[src/rtl/dft_wb_rr_arbiter.sv]
// -----------------------------------------------------------------------------
// dft_wb_rr_arbiter
// Shares one Wishbone slave (the DFT core) between two Wishbone masters with
// round-robin arbitration. The grant is held for a whole cyc burst. Address,
// data and control go from the owner to the slave, and responses go back to
// the owner only. A watchdog aborts a strobed transfer that sees no ack/err
// within TIMEOUT cycles.
//
// Ports
//   clk_i, rst_ni          clock, asynchronous active-low reset
//   m0_* / m1_*            master-side Wishbone (cyc/stb/we/adr/dat/sel in,
//                          dat/ack/err/stall out)
//   s_*                    slave-side Wishbone (cyc/stb/we/adr/dat/sel out,
//                          dat/ack/err/stall in)
//   timeout_o              one-cycle pulse when the watchdog aborts a transfer
//
// state   | meaning
// --------+------------------------------------------------------------
// IDLE    | no owner; slave control low, both masters stalled
// GNT0    | master 0 owns the slave until it drops cyc or times out
// GNT1    | master 1 owns the slave until it drops cyc or times out
// -----------------------------------------------------------------------------
module dft_wb_rr_arbiter #(
  parameter int AW      = 30,
  parameter int DW      = 32,
  parameter int TIMEOUT = 255
) (
  input  logic            clk_i,
  input  logic            rst_ni,
  input  logic            m0_cyc_i,
  input  logic            m0_stb_i,
  input  logic            m0_we_i,
  input  logic [AW-1:0]   m0_adr_i,
  input  logic [DW-1:0]   m0_dat_i,
  input  logic [DW/8-1:0] m0_sel_i,
  output logic [DW-1:0]   m0_dat_o,
  output logic            m0_ack_o,
  output logic            m0_err_o,
  output logic            m0_stall_o,
  input  logic            m1_cyc_i,
  input  logic            m1_stb_i,
  input  logic            m1_we_i,
  input  logic [AW-1:0]   m1_adr_i,
  input  logic [DW-1:0]   m1_dat_i,
  input  logic [DW/8-1:0] m1_sel_i,
  output logic [DW-1:0]   m1_dat_o,
  output logic            m1_ack_o,
  output logic            m1_err_o,
  output logic            m1_stall_o,
  output logic            s_cyc_o,
  output logic            s_stb_o,
  output logic            s_we_o,
  output logic [AW-1:0]   s_adr_o,
  output logic [DW-1:0]   s_dat_o,
  output logic [DW/8-1:0] s_sel_o,
  input  logic [DW-1:0]   s_dat_i,
  input  logic            s_ack_i,
  input  logic            s_err_i,
  input  logic            s_stall_i,
  output logic            timeout_o
);

  typedef enum logic [1:0] {
    ST_IDLE = 2'd0,
    ST_GNT0 = 2'd1,
    ST_GNT1 = 2'd2
  } state_t;

  localparam logic [15:0] LP_TIMEOUT = 16'(TIMEOUT);

  state_t      r_state;
  state_t      w_state_nxt;
  logic        r_last;       // most recent winner: 0 = m0, 1 = m1
  logic        w_last_nxt;
  logic [15:0] r_wd_cnt;
  logic        w_gnt;
  logic        w_expire;

  assign w_gnt    = (r_state != ST_IDLE);
  // Expiry needs no current stb: a nonzero count already implies the owner
  // was strobing, so an owner dropping cyc/stb right at expiry still times out.
  assign w_expire = w_gnt && (r_wd_cnt == LP_TIMEOUT) && !s_ack_i && !s_err_i;

  // State register
  always_ff @(posedge clk_i or negedge rst_ni) begin
    if (!rst_ni) begin
      r_state <= ST_IDLE;
      r_last  <= 1'b1;
    end else begin
      r_state <= w_state_nxt;
      r_last  <= w_last_nxt;
    end
  end

  // Watchdog counter
  always_ff @(posedge clk_i or negedge rst_ni) begin
    if (!rst_ni) begin
      r_wd_cnt <= 16'd0;
    end else if (!w_gnt || !s_stb_o || s_ack_i || s_err_i || w_expire) begin
      r_wd_cnt <= 16'd0;
    end else begin
      r_wd_cnt <= r_wd_cnt + 16'd1;
    end
  end

  // Next-state logic
  always_comb begin
    w_state_nxt = r_state;
    w_last_nxt  = r_last;
    case (r_state)
      ST_IDLE: begin
        if (m0_cyc_i && m1_cyc_i) begin
          // Tie: the master that did not win last time goes first.
          if (r_last) begin
            w_state_nxt = ST_GNT0;
            w_last_nxt  = 1'b0;
          end else begin
            w_state_nxt = ST_GNT1;
            w_last_nxt  = 1'b1;
          end
        end else if (m0_cyc_i) begin
          w_state_nxt = ST_GNT0;
          w_last_nxt  = 1'b0;
        end else if (m1_cyc_i) begin
          w_state_nxt = ST_GNT1;
          w_last_nxt  = 1'b1;
        end
      end
      ST_GNT0: if (!m0_cyc_i || w_expire) w_state_nxt = ST_IDLE;
      ST_GNT1: if (!m1_cyc_i || w_expire) w_state_nxt = ST_IDLE;
      default: w_state_nxt = ST_IDLE;
    endcase
  end

  // Output logic
  always_comb begin
    s_cyc_o    = 1'b0;
    s_stb_o    = 1'b0;
    s_we_o     = 1'b0;
    s_adr_o    = m0_adr_i;
    s_dat_o    = m0_dat_i;
    s_sel_o    = m0_sel_i;
    m0_dat_o   = s_dat_i;
    m1_dat_o   = s_dat_i;
    m0_ack_o   = 1'b0;
    m0_err_o   = 1'b0;
    m0_stall_o = 1'b1;
    m1_ack_o   = 1'b0;
    m1_err_o   = 1'b0;
    m1_stall_o = 1'b1;
    timeout_o  = w_expire;
    case (r_state)
      ST_GNT0: begin
        s_cyc_o    = m0_cyc_i;
        s_stb_o    = m0_stb_i;
        s_we_o     = m0_we_i;
        m0_ack_o   = s_ack_i;
        m0_err_o   = s_err_i | w_expire;
        m0_stall_o = s_stall_i;
      end
      ST_GNT1: begin
        s_cyc_o    = m1_cyc_i;
        s_stb_o    = m1_stb_i;
        s_we_o     = m1_we_i;
        s_adr_o    = m1_adr_i;
        s_dat_o    = m1_dat_i;
        s_sel_o    = m1_sel_i;
        m1_ack_o   = s_ack_i;
        m1_err_o   = s_err_i | w_expire;
        m1_stall_o = s_stall_i;
      end
      default: ;
    endcase
  end

endmodule
[config.mk]
export PLATFORM = sky130hd
export DESIGN_NAME = dft_wb_rr_arbiter
export DESIGN_NICKNAME = d
export VERILOG_FILES = /design/src/rtl/dft_wb_rr_arbiter.sv
export SDC_FILE = /design/constraint.sdc
export NUM_CORES = 1
export LEC_CHECK = 0
export CORE_AREA = 4 4 120 122
export CTS_CLUSTER_SIZE = 25
export DETAILED_ROUTE_END_ITERATION = 8
export DIE_AREA = 0 0 124 126
export GPL_TIMING_DRIVEN = 1
export PLACE_DENSITY = 0.75
export SYNTH_ARGS = -nofsm -noshare
export SYNTH_HDL_FRONTEND = slang
export SYNTH_SLANG_ARGS = --single-unit
[constraint.sdc]
create_clock -name clk_i -period 1.8 [get_ports clk_i]
set_input_delay 0.36 -clock clk_i [delete_from_list [all_inputs] [get_ports clk_i]]
set_output_delay 0.36 -clock clk_i [all_outputs]
set_load 0.03 [all_outputs]
=== Word-level counts from Yosys, hierarchy flattened ===
Index checks and enable logic that the tools add are counted.

* Add/subtract/negate cells: 1
* Equal/unequal tests: 6
* Multiplexer cells: 24
* Bitwise logic cells: 1
* Reduce and logical (&&, ||, !) cells: 21

{| class="wikitable"
|+ Operators with widths
! cell !! count
|-
| $mux 32 || 1
|-
| $mux 30 || 1
|-
| $add 16x1->16 const B || 1
|-
| $eq 16x8->1 const B || 1
|-
| $mux 16 || 1
|-
| $mux 2 || 6
|-
| $mux 1 || 10
|-
| $logic_not 1->1 || 6
|-
| $logic_or 1x1->1 || 6
|-
| $pmux 1 s2 || 3
|-
| $pmux 2 s3 || 1
|-
| $logic_and 1x1->1 || 4
|-
| $mux 4 || 1
|-
| $ne 2x2->1 const B || 2
|-
| $ne 4x4->1 const B || 1
|-
| $reduce_and 3->1 || 1
|-
| $reduce_bool 3->1 || 1
|-
| $eq 2x1->1 const B || 1
|-
| $eq 2x2->1 const B || 1
|-
| $logic_not 2->1 || 1
|-
| $reduce_and 2->1 || 1
|-
| $reduce_bool 2->1 || 1
|-
| $or 1x1->1 || 1
|}

* Register bits after elaboration: 19

=== Depth between registers and ports, before layout ===
Gate-level depths: netlist of the first run.

* Depth after elaboration: 8
* Depth in mapped cells: 8
* Mapped depth without buffers: 6

=== Worst setup path after synthesis of the first run ===
Ideal clock, no wire load.

* Kind: reg2out
* Start: reg r_wd_cnt[0]
* End: out timeout_o
* Arrival time: 1.859 ns
* Data required time: 1.440 ns
* Setup slack: -0.419 ns
* Stages on the path, launching flop included: 6
* Buffers on the path: 1
* Path through: dfrtp_1 -> ha_1 -> nand3_2 -> or3_1 -> buf_6 -> nor3_1

* Word-level cells in the longest chain between the ends: 4

{| class="wikitable"
|+ RTL lines
! element !! RTL line !! text
|-
| from (decl) || 75 || <nowiki>logic [15:0] r_wd_cnt;</nowiki>
|-
| from (signal assigned) || 102 || <nowiki>r_wd_cnt <= r_wd_cnt + 16'd1;</nowiki>
|-
| $eq 16x8->1 || 82 || <nowiki>assign w_expire = w_gnt && (r_wd_cnt == LP_TIMEOUT) && !s_ack_i && !s_err_i;</nowiki>
|-
| $logic_and 1x1->1 (3 in a row) || 82 ||
|-
| to (decl) || 60 || <nowiki>output logic timeout_o</nowiki>
|}

Every way passes these cells.

=== Worst setup path in the final report of the first run ===
* Start: reg r_state[0]
* End: out s_adr_o[19]

* Word-level cells in the longest chain between the ends: 2

{| class="wikitable"
|+ RTL lines
! element !! RTL line !! text
|-
| from (decl) || 71 || <nowiki>state_t r_state;</nowiki>
|-
| from (signal assigned) || 90 || <nowiki>r_state <= w_state_nxt;</nowiki>
|-
| $eq 2x2->1 || 152 || <nowiki>case (r_state)</nowiki>
|-
| $mux 30 || 152 ||
|-
| to (decl) || 53 || <nowiki>output logic [AW-1:0] s_adr_o,</nowiki>
|}

Every way passes these cells.

==> key figures, run 1 <==
Run status
  • Status: finished with violations
  • Failing checks: negative setup slack

Logic synthesis
  • Syn avg cell area: 9.193 µm²
  • Top-count cell post-synth: mux2_2
  • Synth async-reset ratio: 100.0%
  • Area leader, netlist: mux2_2
  • Seq cells post-synth: 19
  • Number of synthesis warnings: 0
  • Register area share after synthesis: 20.02%
  • Synth top area share: 31.21%
  • Post-synth EDFFs: 0
  • Cell area after synthesis: approximately 2400 µm²
  • Top post-synthesis cells by area: mux2_2 31%, buf_4 20%, dfrtp_1 19%, xnor2_1 4.0%, nor2_1 2.8%
  • Ys flop type: dfrtp_1
  • Top post-synthesis cells by count: 66 x mux2_2, 64 x buf_4, 18 x dfrtp_1, 18 x nor2_1, 11 x xnor2_1
  • Net count after synthesis: 438
  • Yosys cell types: 37
  • Mapped Cells: 259

Setup path
  • Startpoint Class: flop
  • Flop2flop setup slack: -0.23 ns
  • Worst EP arrival: around 1.8 ns
  • Critical path fanouts, max: 6
  • Data required, critical path: 1.44 ns
  • Critical path class: reg2out
  • CP endpoint kind: primary output

Finish
  • Diode count: 0
  • Fin nets: 657
  • Share of cells above drive strength 1: 54.30%
  • Area Growth Syn to Fin: 138.6%

Detailed routing
  • Remaining routing DRC violations: 0
  • WL/cell: 19.15 µm
  • Vias per cell: between 4 and 5
  • Pre-antenna DRT Iters: 4
  • Final wirelength: between 10000 and 15000 µm
  • Iter 0 DRT Violations: 78
  • Post-DRT Antenna Nets: 0
  • Via Count: 2777

Job
  • # Max-Cap Violations: 0

STA
  • Sum Neg Setup Slack: -23.36 ns
  • Tcrit/Tclk final: 119.1%
  • Setup ws final: -0.3438 ns
  • Slew Viols, Final: 0
  • Final setup viols: 91
  • WHS: 0.4453 ns
  • Final hold vios: 0
  • F_max: 466.5 MHz
  • Tmin final: 2.144 ns
  • Slew @ Worst Pin: 0.4059 ns
  • RSZ-0062 raised after global routing: true
  • Relative slew slack: just over 70%
  • Worst Skew: 0.003551 ns

Clock tree
  • Clock-pin slew on the worst setup and hold paths: about 0.050 ns
  • Clock Sinks: 19
  • Root buf cell: clkbuf_16
  • H-Tree Depth: 1
  • CTS Buf Count: 3
  • Worst-Skew Late Latency: 0.25 ns
  • TritonCTS clock tree: done
  • Post-CTS Hold Buffers: 0
  • Clock buffer depth: 2

Global routing
  • Initial antenna violation count: 0
  • Pin count of the biggest net entering global routing: 20
  • GRT Residual Overflow: 0
  • GRT Overall Usage: 14.78%
  • Vias in the first global route: around 3200
  • First-pass GRT wire length: between 15000 and 20000 µm

Die
  • Die ar.: 15620 µm²
  • Ports: 315
  • Core ar.: 13190 µm²
  • Die W: 124 µm
  • Die height: between 100 and 150 µm
  • Initial Util: 18.05%
  • Site row count: 42

Placed design
  • Dpl ws: -0.4320 ns
  • Routability congestion estimate: 0.8322
  • HPWL after DPL: about 10000 µm
  • PortBufs: 218

Power and ir drop
  • VDD IR max: 0.0005940 V
  • Pleak: 2.360 nW
  • Pwr dens: 1139 nW/µm²
  • Overall Power: 0.006471 W

Min path
  • Min-Delay Path Class: in2async
## final timing paths
path / startpoint / to / cells past startpoint
min in group clk_i: r_last$_DFFE_PN1P_ / r_last$_DFFE_PN1P_ / 2
max in group asynchronous: rst_ni / r_last$_DFFE_PN1P_ / 2
worst max register to register: r_state[1]$_DFFE_PN0P_ / r_wd_cnt[13]$_DFF_PN0_ / 10
worst max-delay path: r_state[0]$_DFFE_PN0P_ / s_adr_o[19] / 7
worst min register to register: r_last$_DFFE_PN1P_ / r_last$_DFFE_PN1P_ / 2
worst min-delay path: rst_ni / r_wd_cnt[10]$_DFF_PN0_ / 2
## power by group
| part | switching [W] | total (W) | internal [W] |
|---|---|---|---|
| sequential | 0.0000286 | 0.000498 | 0.000470 |
| clock | 0.000158 | 0.000456 | 0.000298 |
| combinational | 0.00243 | 0.00552 | 0.00309 |
| total | 0.00262 | 0.00647 | 0.00385 |
## layout make-up
class,count,area [µm²]
inverter,5,21.27
tap,176,220.2
clock buffer,3,75.07
clock inverter,1,5.005
multi-input combinational,160,1743
sequential,19,476.7
fill,1233,7510
timing repair buffer,289,3139
## metal layers
metal / vias up / track usage, % / wire, µm
li1: 1273 / - / -
met1: 1304 / 16.69 / 4600
met2: 171 / 26.73 / 6324
met3: 29 / 4.439 / 1313
met4: 0 / 3.866 / 268
met5: - / 0 / 0
## placed cells by master (no fill, tap or decap), types with 2 or more instances in the layout
master | synthesis | routed
dfrtp_1 | 18 | 18
mux2_4 | 0 | 36
nor2_2 | 0 | 5
nand2b_4 | 0 | 2
and2_4 | 0 | 3
nor2b_2 | 0 | 2
buf_6 | 2 | 67
clkbuf_16 | 0 | 3
buf_8 | 0 | 4
nor2b_4 | 0 | 2
inv_1 | 5 | 3
clkdlybuf4s50_1 | 0 | 142
nand3_1 | 8 | 7
mux2_2 | 66 | 30
nand3_4 | 0 | 2
a22oi_2 | 0 | 2
xor2_1 | 3 | 3
nor4_1 | 7 | 6
nand4_1 | 5 | 5
nor2_1 | 18 | 5
nand2_1 | 8 | 8
buf_4 | 64 | 53
nor2_4 | 0 | 8
nor3_1 | 3 | 2
ha_4 | 0 | 4
buf_12 | 0 | 17
xnor2_1 | 11 | 11
buf_16 | 0 | 6
## sequential cells by signal (all words and copies together), names as in the netlist
name / flops
r_state: 2
r_wd_cnt: 16
r_last: 1
## timing repair
item	CTS	global route
setup endpoints to repair	92	94
gates cloned	6	0
pin swaps	9	14
resized for setup	364	43
setup buffers	18	3
## logic make-up after synthesis
group                      share of synthesized area (%)
AOI/OAI and AO/OA                                  3.679
buffers and inverters                              23.38
xor gates and xnor gates                           5.150
and+or+nand+nor                                    14.45
DFF                                                20.02
adders and majority gates                          2.102
muxes                                              31.21
## worst max-delay path, cell delays in order (launching register included)
cell and delay (ns):
dfrtp_1 0.39, inv_2 0.09, ha_4 0.20, buf_12 0.14
buf_12 0.10, buf_12 0.10, mux2_2 0.35, buf_6 0.15
## per-stage QoR
stage | instances | util, % | cell area (µm²)
2_1_floorplan | 259 | - | 2446
3_3_place_gp | 623 | 35.49 | 4681
3_5_place_dp | 623 | 35.49 | 4681
4_1_cts | 650 | 41.45 | 5468
5_1_grt | 653 | 43.07 | 5680
6_report | 653 | 43.07 | 5680
Note: power is estimated with default switching activity, not from simulation.
==> run 2, diff against run 1 <==
- SETUP_SLACK_MARGIN: not set -> 0.02
==> key figures, run 2 (synthesis results as in run 1) <==
Run status
  • Status: finished with violations
  • Failing checks: negative setup slack

Finish
  • Commonest non-fill, non-tap cells in the layout: 142 x clkdlybuf4s50_1, 68 x buf_6, 48 x buf_4
  • Fillers: 1230
  • Regs by FF count: r_wd_cnt (16), r_state (2), r_last (1)
  • Area Growth Syn to Fin: 131.4%
  • Max reg flops: 16
  • Area of the multi-input gates: roughly 1800 µm²
  • Diode count: 0
  • Share of cells above drive strength 1: 53.80%
  • Fin nets: 654
  • Layout Utilization: around two fifths
  • Commonest non-fill, non-tap cell in the layout: clkdlybuf4s50_1
  • Biggest register: r_wd_cnt
  • FF+latch area: 476.7 µm²

Clock tree
  • H-Tree Depth: 1
  • TritonCTS clock tree: done
  • Root buf cell: clkbuf_16
  • CTS Buf Count: 3
  • Clock Sinks: 19
  • Clock buffer depth: 2
  • Worst-Skew Late Latency: 0.25 ns
  • Post-CTS Hold Buffers: 0
  • Clock-pin slew on the worst setup and hold paths: 0.06 ns

Detailed routing
  • Final wirelength: 12980 µm
  • Wl on met1: about 4600 µm
  • Pre-antenna DRT Iters: 4
  • Metal3 WL: 1336 µm
  • Remaining routing DRC violations: 0
  • Met2 WL post-DR: between 6000 and 7000 µm
  • WL/cell: 19.97 µm
  • Via Count: 2780
  • Post-DRT Antenna Nets: 0
  • Uppermost layer routed: met5
  • Vias per cell: between 4 and 5
  • Iter 0 DRT Violations: 56

STA
  • Final hold vios: 0
  • Tcrit/Tclk final: 118.9%
  • Worst Skew: between 0.003 and 0.004 ns
  • RSZ-0062 raised after global routing: true
  • Tmin final: 2.140 ns
  • Final setup viols: 92
  • F_max: 467.3 MHz
  • Setup ws final: -0.3399 ns
  • Relative slew slack: 72.23%
  • Slew Viols, Final: 0
  • Slew @ Worst Pin: 0.4127 ns

Global routing
  • GRT Overall Usage: 14.18%
  • GRT Residual Overflow: 0
  • Pin count of the biggest net entering global routing: 33
  • Vias in the first global route: 3155
  • Initial antenna violation count: 2
  • First-pass GRT wire length: around 17000 µm

Setup path
  • Critical path class: reg2out
  • Critical path fanouts, max: 7
  • Startpoint Class: flop
  • Worst EP arrival: 1.78 ns
  • CP endpoint kind: primary output
  • Data required, critical path: 1.44 ns

Placed design
  • PortBufs: 218
  • Dpl ws: -0.4088 ns
  • Routability congestion estimate: approximately 0.87
  • HPWL after DPL: between 9000 and 10000 µm

Job
  • # Max-Cap Violations: 0

Min path
  • Min-Delay Path Class: in2async

Power and ir drop
  • Pwr dens: 1113 nW/µm²
  • Pleak: 2.284 nW
  • VDD IR max: about 0.00055 V

Die
  • Initial Util: a little under a fifth
  • Ports: 315
  • Die W: 124 µm
  • Die height: 126 µm
  • Core ar.: 13190 µm²
  • Site row count: 42
  • Die ar.: 15620 µm²
run 2: cell count changes in the layout (fill, tap and decap cells not counted), moves of 2 or more:
cell             change
buf_12              -13
buf_2                +9
clkdlybuf4s15_2      +7
nor2_4               +7
buf_4                -5
buf_16               -4
clkbuf_16            +4
mux2_2               -4
mux2_4               +4
nor2_2               -4
nor2_1               -3
buf_8                -2
run 2: report_power, final:
group	switching, W	leakage (nW)	internal (W)
Sequential	0.0000352	0.259	0.000470
Combinational	0.00237	1.99	0.00279
Clock	0.000167	0.0382	0.000302
Total	0.00257	2.28	0.00356
run 2: worst max-delay path, cell delays in order, from the launching register on:
cell,delay (ns)
dfrtp_1,0.43
ha_4,0.24
buf_12,0.15
buf_16,0.13
buf_6,0.11
mux2_4,0.32
buf_6,0.15
run 2: final timing paths:
check / start / to / slack, ns / cells past startpoint
setup / recovery: r_state[1]$_DFFE_PN0P_ / s_adr_o[21] / -0.34 / 6
hold / removal: rst_ni / r_wd_cnt[7]$_DFF_PN0_ / 0.45 / 2
setup reg to reg: r_state[1]$_DFFE_PN0P_ / r_wd_cnt[13]$_DFF_PN0_ / -0.16 / 8
hold reg to reg: r_last$_DFFE_PN1P_ / r_last$_DFFE_PN1P_ / 0.52 / 2
max in group asynchronous: rst_ni / r_last$_DFFE_PN1P_ / 1.08 / 2
min in group clk_i: r_last$_DFFE_PN1P_ / r_last$_DFFE_PN1P_ / 0.52 / 2
run 2: layer usage:
layer | vias to the layer above | track usage [%]
met5 | - | 0
met4 | 4 | 3.544
met3 | 38 | 5.112
met2 | 156 | 25.84
met1 | 1316 | 15.38
li1 | 1266 | -
run 2: final cells by class:
type | count | area share [%]
Timing Repair Buffer | 286 | 53.29
Multi-Input combinational cell | 160 | 32.15
Sequential cell | 19 | 8.651
Tap cell | 176 | 3.996
Clock buffer | 4 | 1.431
Inverter | 5 | 0.4768
run 2: timing repair:
item | 4_1_cts | 5_1_grt
resized for setup | 281 | 152
setup endpoints to repair | 93 | 94
pin swaps | 5 | 25
cloned | 3 | 5
buffers inserted | 19 | 8
run 2: through the flow:
stage / setup TNS [ns] / hold WS, ns / cell area, µm² / cells / total power, W
5_1_grt: -27.10 / 0.4739 / 5510 / 650 / 0.006388
2_1_floorplan: -0.3057 / 0.06441 / 2459 / 259 / 0.002916
6_report: -20.65 / 0.4492 / 5510 / 650 / 0.006131
3_3_place_gp: -19.98 / 0.4940 / 4543 / 614 / 0.004195
3_5_place_dp: -22.07 / 0.5056 / 4543 / 614 / 0.004234
4_1_cts: -21.34 / 0.4544 / 5094 / 640 / 0.005521
==> run 3, diff against run 2 <==
- CORE_AREA: 4 4 120 122 -> 2 2 121 123
- DIE_AREA: 0 0 124 126 -> 0 0 123 125
- PLACE_DENSITY: 0.75 -> 0.73
==> key figures, run 3 (synthesis results as in run 1) <==
Setup path
  • Critical Path Source: r_state[0]$_DFFE_PN0P_
  • Worst r2r dst: r_wd_cnt[5]$_DFF_PN0_
  • Worst EP arrival: around 1.7 ns
  • Critical path fanouts, max: 8
  • Flop2flop setup slack: -0.18 ns
  • WP depth: 7
  • Data required, critical path: roughly 1.4 ns
  • Crit path buffers/inverters: 5
  • Critical path class: reg2out
  • Startpoint Class: flop
  • Crit-path leading delay family: buffers and inverters
  • Cells along the critical path: inv_2 > ha_4 > buf_12 > buf_16 > buf_8 > mux2_4 > buf_6
  • CP max-delay cell: dfrtp_1
  • Slowest stage delay, CP: about 0.38 ns
  • Worst R2R Path Depth: 12
  • CP endpoint kind: primary output
  • Worst setup path end: s_dat_o[23]
  • Origin of the critical flop-to-flop path: r_state[1]$_DFFE_PN0P_

Power and ir drop
  • P_int: between 0.003 and 0.004 W
  • Flop pwr share: just over 8%
  • Clock network fraction of design power: 7.7%
  • Overall Power: 0.006102 W
  • P_sw: 0.002545 W
  • Pleak: 2.333 nW
  • Pwr dens: 1110 nW/µm²
  • Comb power frac: a little over four fifths
  • Net Sw Frac: 41.71%
  • VDD IR max: roughly 0.00052 V

STA
  • Final hold vios: 0
  • F_max: 475.6 MHz
  • Tmin final: 2.103 ns
  • WHS: 0.4483 ns
  • Relative slew slack: 76.19%
  • Final setup viols: between 90 and 100
  • Slew Viols, Final: 0
  • Tcrit/Tclk final: 116.8%
  • Worst Skew: 0.004336 ns
  • Slew @ Worst Pin: 0.3563 ns
  • Setup ws final: -0.3028 ns
  • RSZ-0062 raised after global routing: true

Detailed routing
  • Iter 0 DRT Violations: 105
  • Via Count: 2674
  • WL/cell: 18.48 µm
  • Vias per cell: around 4.1
  • Remaining routing DRC violations: 0
  • Final wirelength: 12050 µm
  • Pre-antenna DRT Iters: 4
  • Post-DRT Antenna Nets: 0

Clock tree
  • Clock Sinks: 19
  • Root buf cell: clkbuf_16
  • Clock-pin slew on the worst setup and hold paths: 0.06 ns
  • CTS Buf Count: 3
  • Worst-Skew Late Latency: 0.25 ns
  • TritonCTS clock tree: done
  • H-Tree Depth: 1
  • Clock buffer depth: 2

Finish
  • Diode count: 0
  • Commonest non-fill, non-tap cell in the layout: clkdlybuf4s50_1
  • Share of cells above drive strength 1: 50.43%
  • Fin nets: 648
  • Max reg flops: 16
  • Biggest register: r_wd_cnt
  • Area Growth Syn to Fin: 130.8%
  • Fillers: 1393
  • Regs by FF count: r_wd_cnt (16), r_state (2), r_last (1)
  • Commonest non-fill, non-tap cells in the layout: 142 x clkdlybuf4s50_1, 61 x buf_6, 51 x mux2_4

Run status
  • Failing checks: negative setup slack
  • Status: finished with violations

Global routing
  • Initial antenna violation count: 0
  • Vias in the first global route: 3061
  • Pin count of the biggest net entering global routing: 20
  • First-pass GRT wire length: 17420 µm
  • GRT Residual Overflow: 0
  • GRT Overall Usage: about 15%

Die
  • Die W: 123 µm
  • Die ar.: 15380 µm²
  • Die height: 125 µm
  • Ports: 315
  • Core ar.: 14200 µm²
  • Initial Util: ~17%
  • Site row count: between 40 and 50

Placed design
  • Routability congestion estimate: 0.8605
  • HPWL after DPL: slightly above 9000 µm
  • PortBufs: 218

Min path
  • Min-Delay Path Class: in2async

Job
  • # Max-Cap Violations: 0
-- run 3: cell count changes in the layout (fill, tap and decap cells not counted), moves of 3 or more --
cell             change
nor2_4              -14
nor2_1              +15
clkbuf_16            -3
buf_6                -7
mux2_2              -11
buf_2                -9
buf_4                -4
clkdlybuf4s15_2      +8
buf_8                +4
buf_12               +4
mux2_4              +11
-- run 3: worst register-to-register path, stage by stage, from the launching register on --
cell and delay, ns:
dfrtp_1 0.41, buf_4 0.17, inv_4 0.06, ha_4 0.14, nor2_4 0.04, buf_4 0.13, buf_4 0.12, buf_4 0.12
buf_4 0.12, and3b_2 0.22, o211ai_4 0.12, clkbuf_16 0.20, nor2_1 0.05
-- run 3: what timing repair did --
action | 4_1_cts | 5_1_grt
gates resized for setup | 316 | 32
setup buffers | 12 | 6
gates cloned | 5 | 0
setup endpoints to repair | 93 | 94
pin swaps | 6 | 2
hold buffers | 0 | 0
-- run 3: final cells by class --
cell class	count	area [µm²]	area share, %
timing repair buffer	280	2965	53.96
multi-input combinational	160	1722	31.33
sequential	19	476.7	8.675
tap	184	230.2	4.189
clock buffer	3	75.07	1.366
inverter	5	21.27	0.3871
clock inverter	1	5.005	0.09107
-- run 3: power by group through the flow --
| stage | combinational [W] | clock (W) | sequential (W) |
|---|---|---|---|
| detailed placement | 0.00378 | 0 | 0.000504 |
| finish | 0.00513 | 0.000469 | 0.000508 |
| CTS | 0.00497 | 0.000469 | 0.000500 |
| global placement | 0.00374 | 0 | 0.000500 |
| global route | 0.00540 | 0.000494 | 0.000511 |
| floorplan | 0.00241 | 0 | 0.000503 |
-- run 3: layer usage --
layer | track usage [%] | up-vias | wire [µm]
met5 | 0 | - | 0
met4 | 2.941 | 0 | 212
met3 | 6.204 | 20 | 1443
met2 | 26.62 | 155 | 6042
met1 | 16.17 | 1242 | 4352
li1 | - | 1257 | -
-- run 3: worst min path at each step --
stage	end	start	slack (ns)	cells after the start
finish	r_wd_cnt[7]$_DFF_PN0_	rst_ni	0.45	2
global route	r_wd_cnt[7]$_DFF_PN0_	rst_ni	0.49	2
CTS	r_wd_cnt[7]$_DFF_PN0_	rst_ni	0.46	2
detailed placement	r_last$_DFFE_PN1P_	r_last$_DFFE_PN1P_	0.51	2
global placement	r_last$_DFFE_PN1P_	r_last$_DFFE_PN1P_	0.49	2
floorplan	r_state[0]$_DFFE_PN0P_	rst_ni	0.06	0
-- run 3: per-stage QoR --
| step | instance area [µm²] | util (%) | setup TNS [ns] | worst slack, ns | instances |
|---|---|---|---|---|---|
| floorplan | 2459 | - | -0.3057 | -0.1102 | 259 |
| global placement | 4588 | 32.30 | -18.80 | -0.3525 | 626 |
| detailed placement | 4588 | 32.30 | -20.49 | -0.3876 | 626 |
| CTS | 5365 | 37.77 | -20.22 | -0.3185 | 647 |
| global route | 5495 | 38.69 | -24.30 | -0.3549 | 652 |
| finish | 5495 | 38.69 | -19.23 | -0.3028 | 652 |
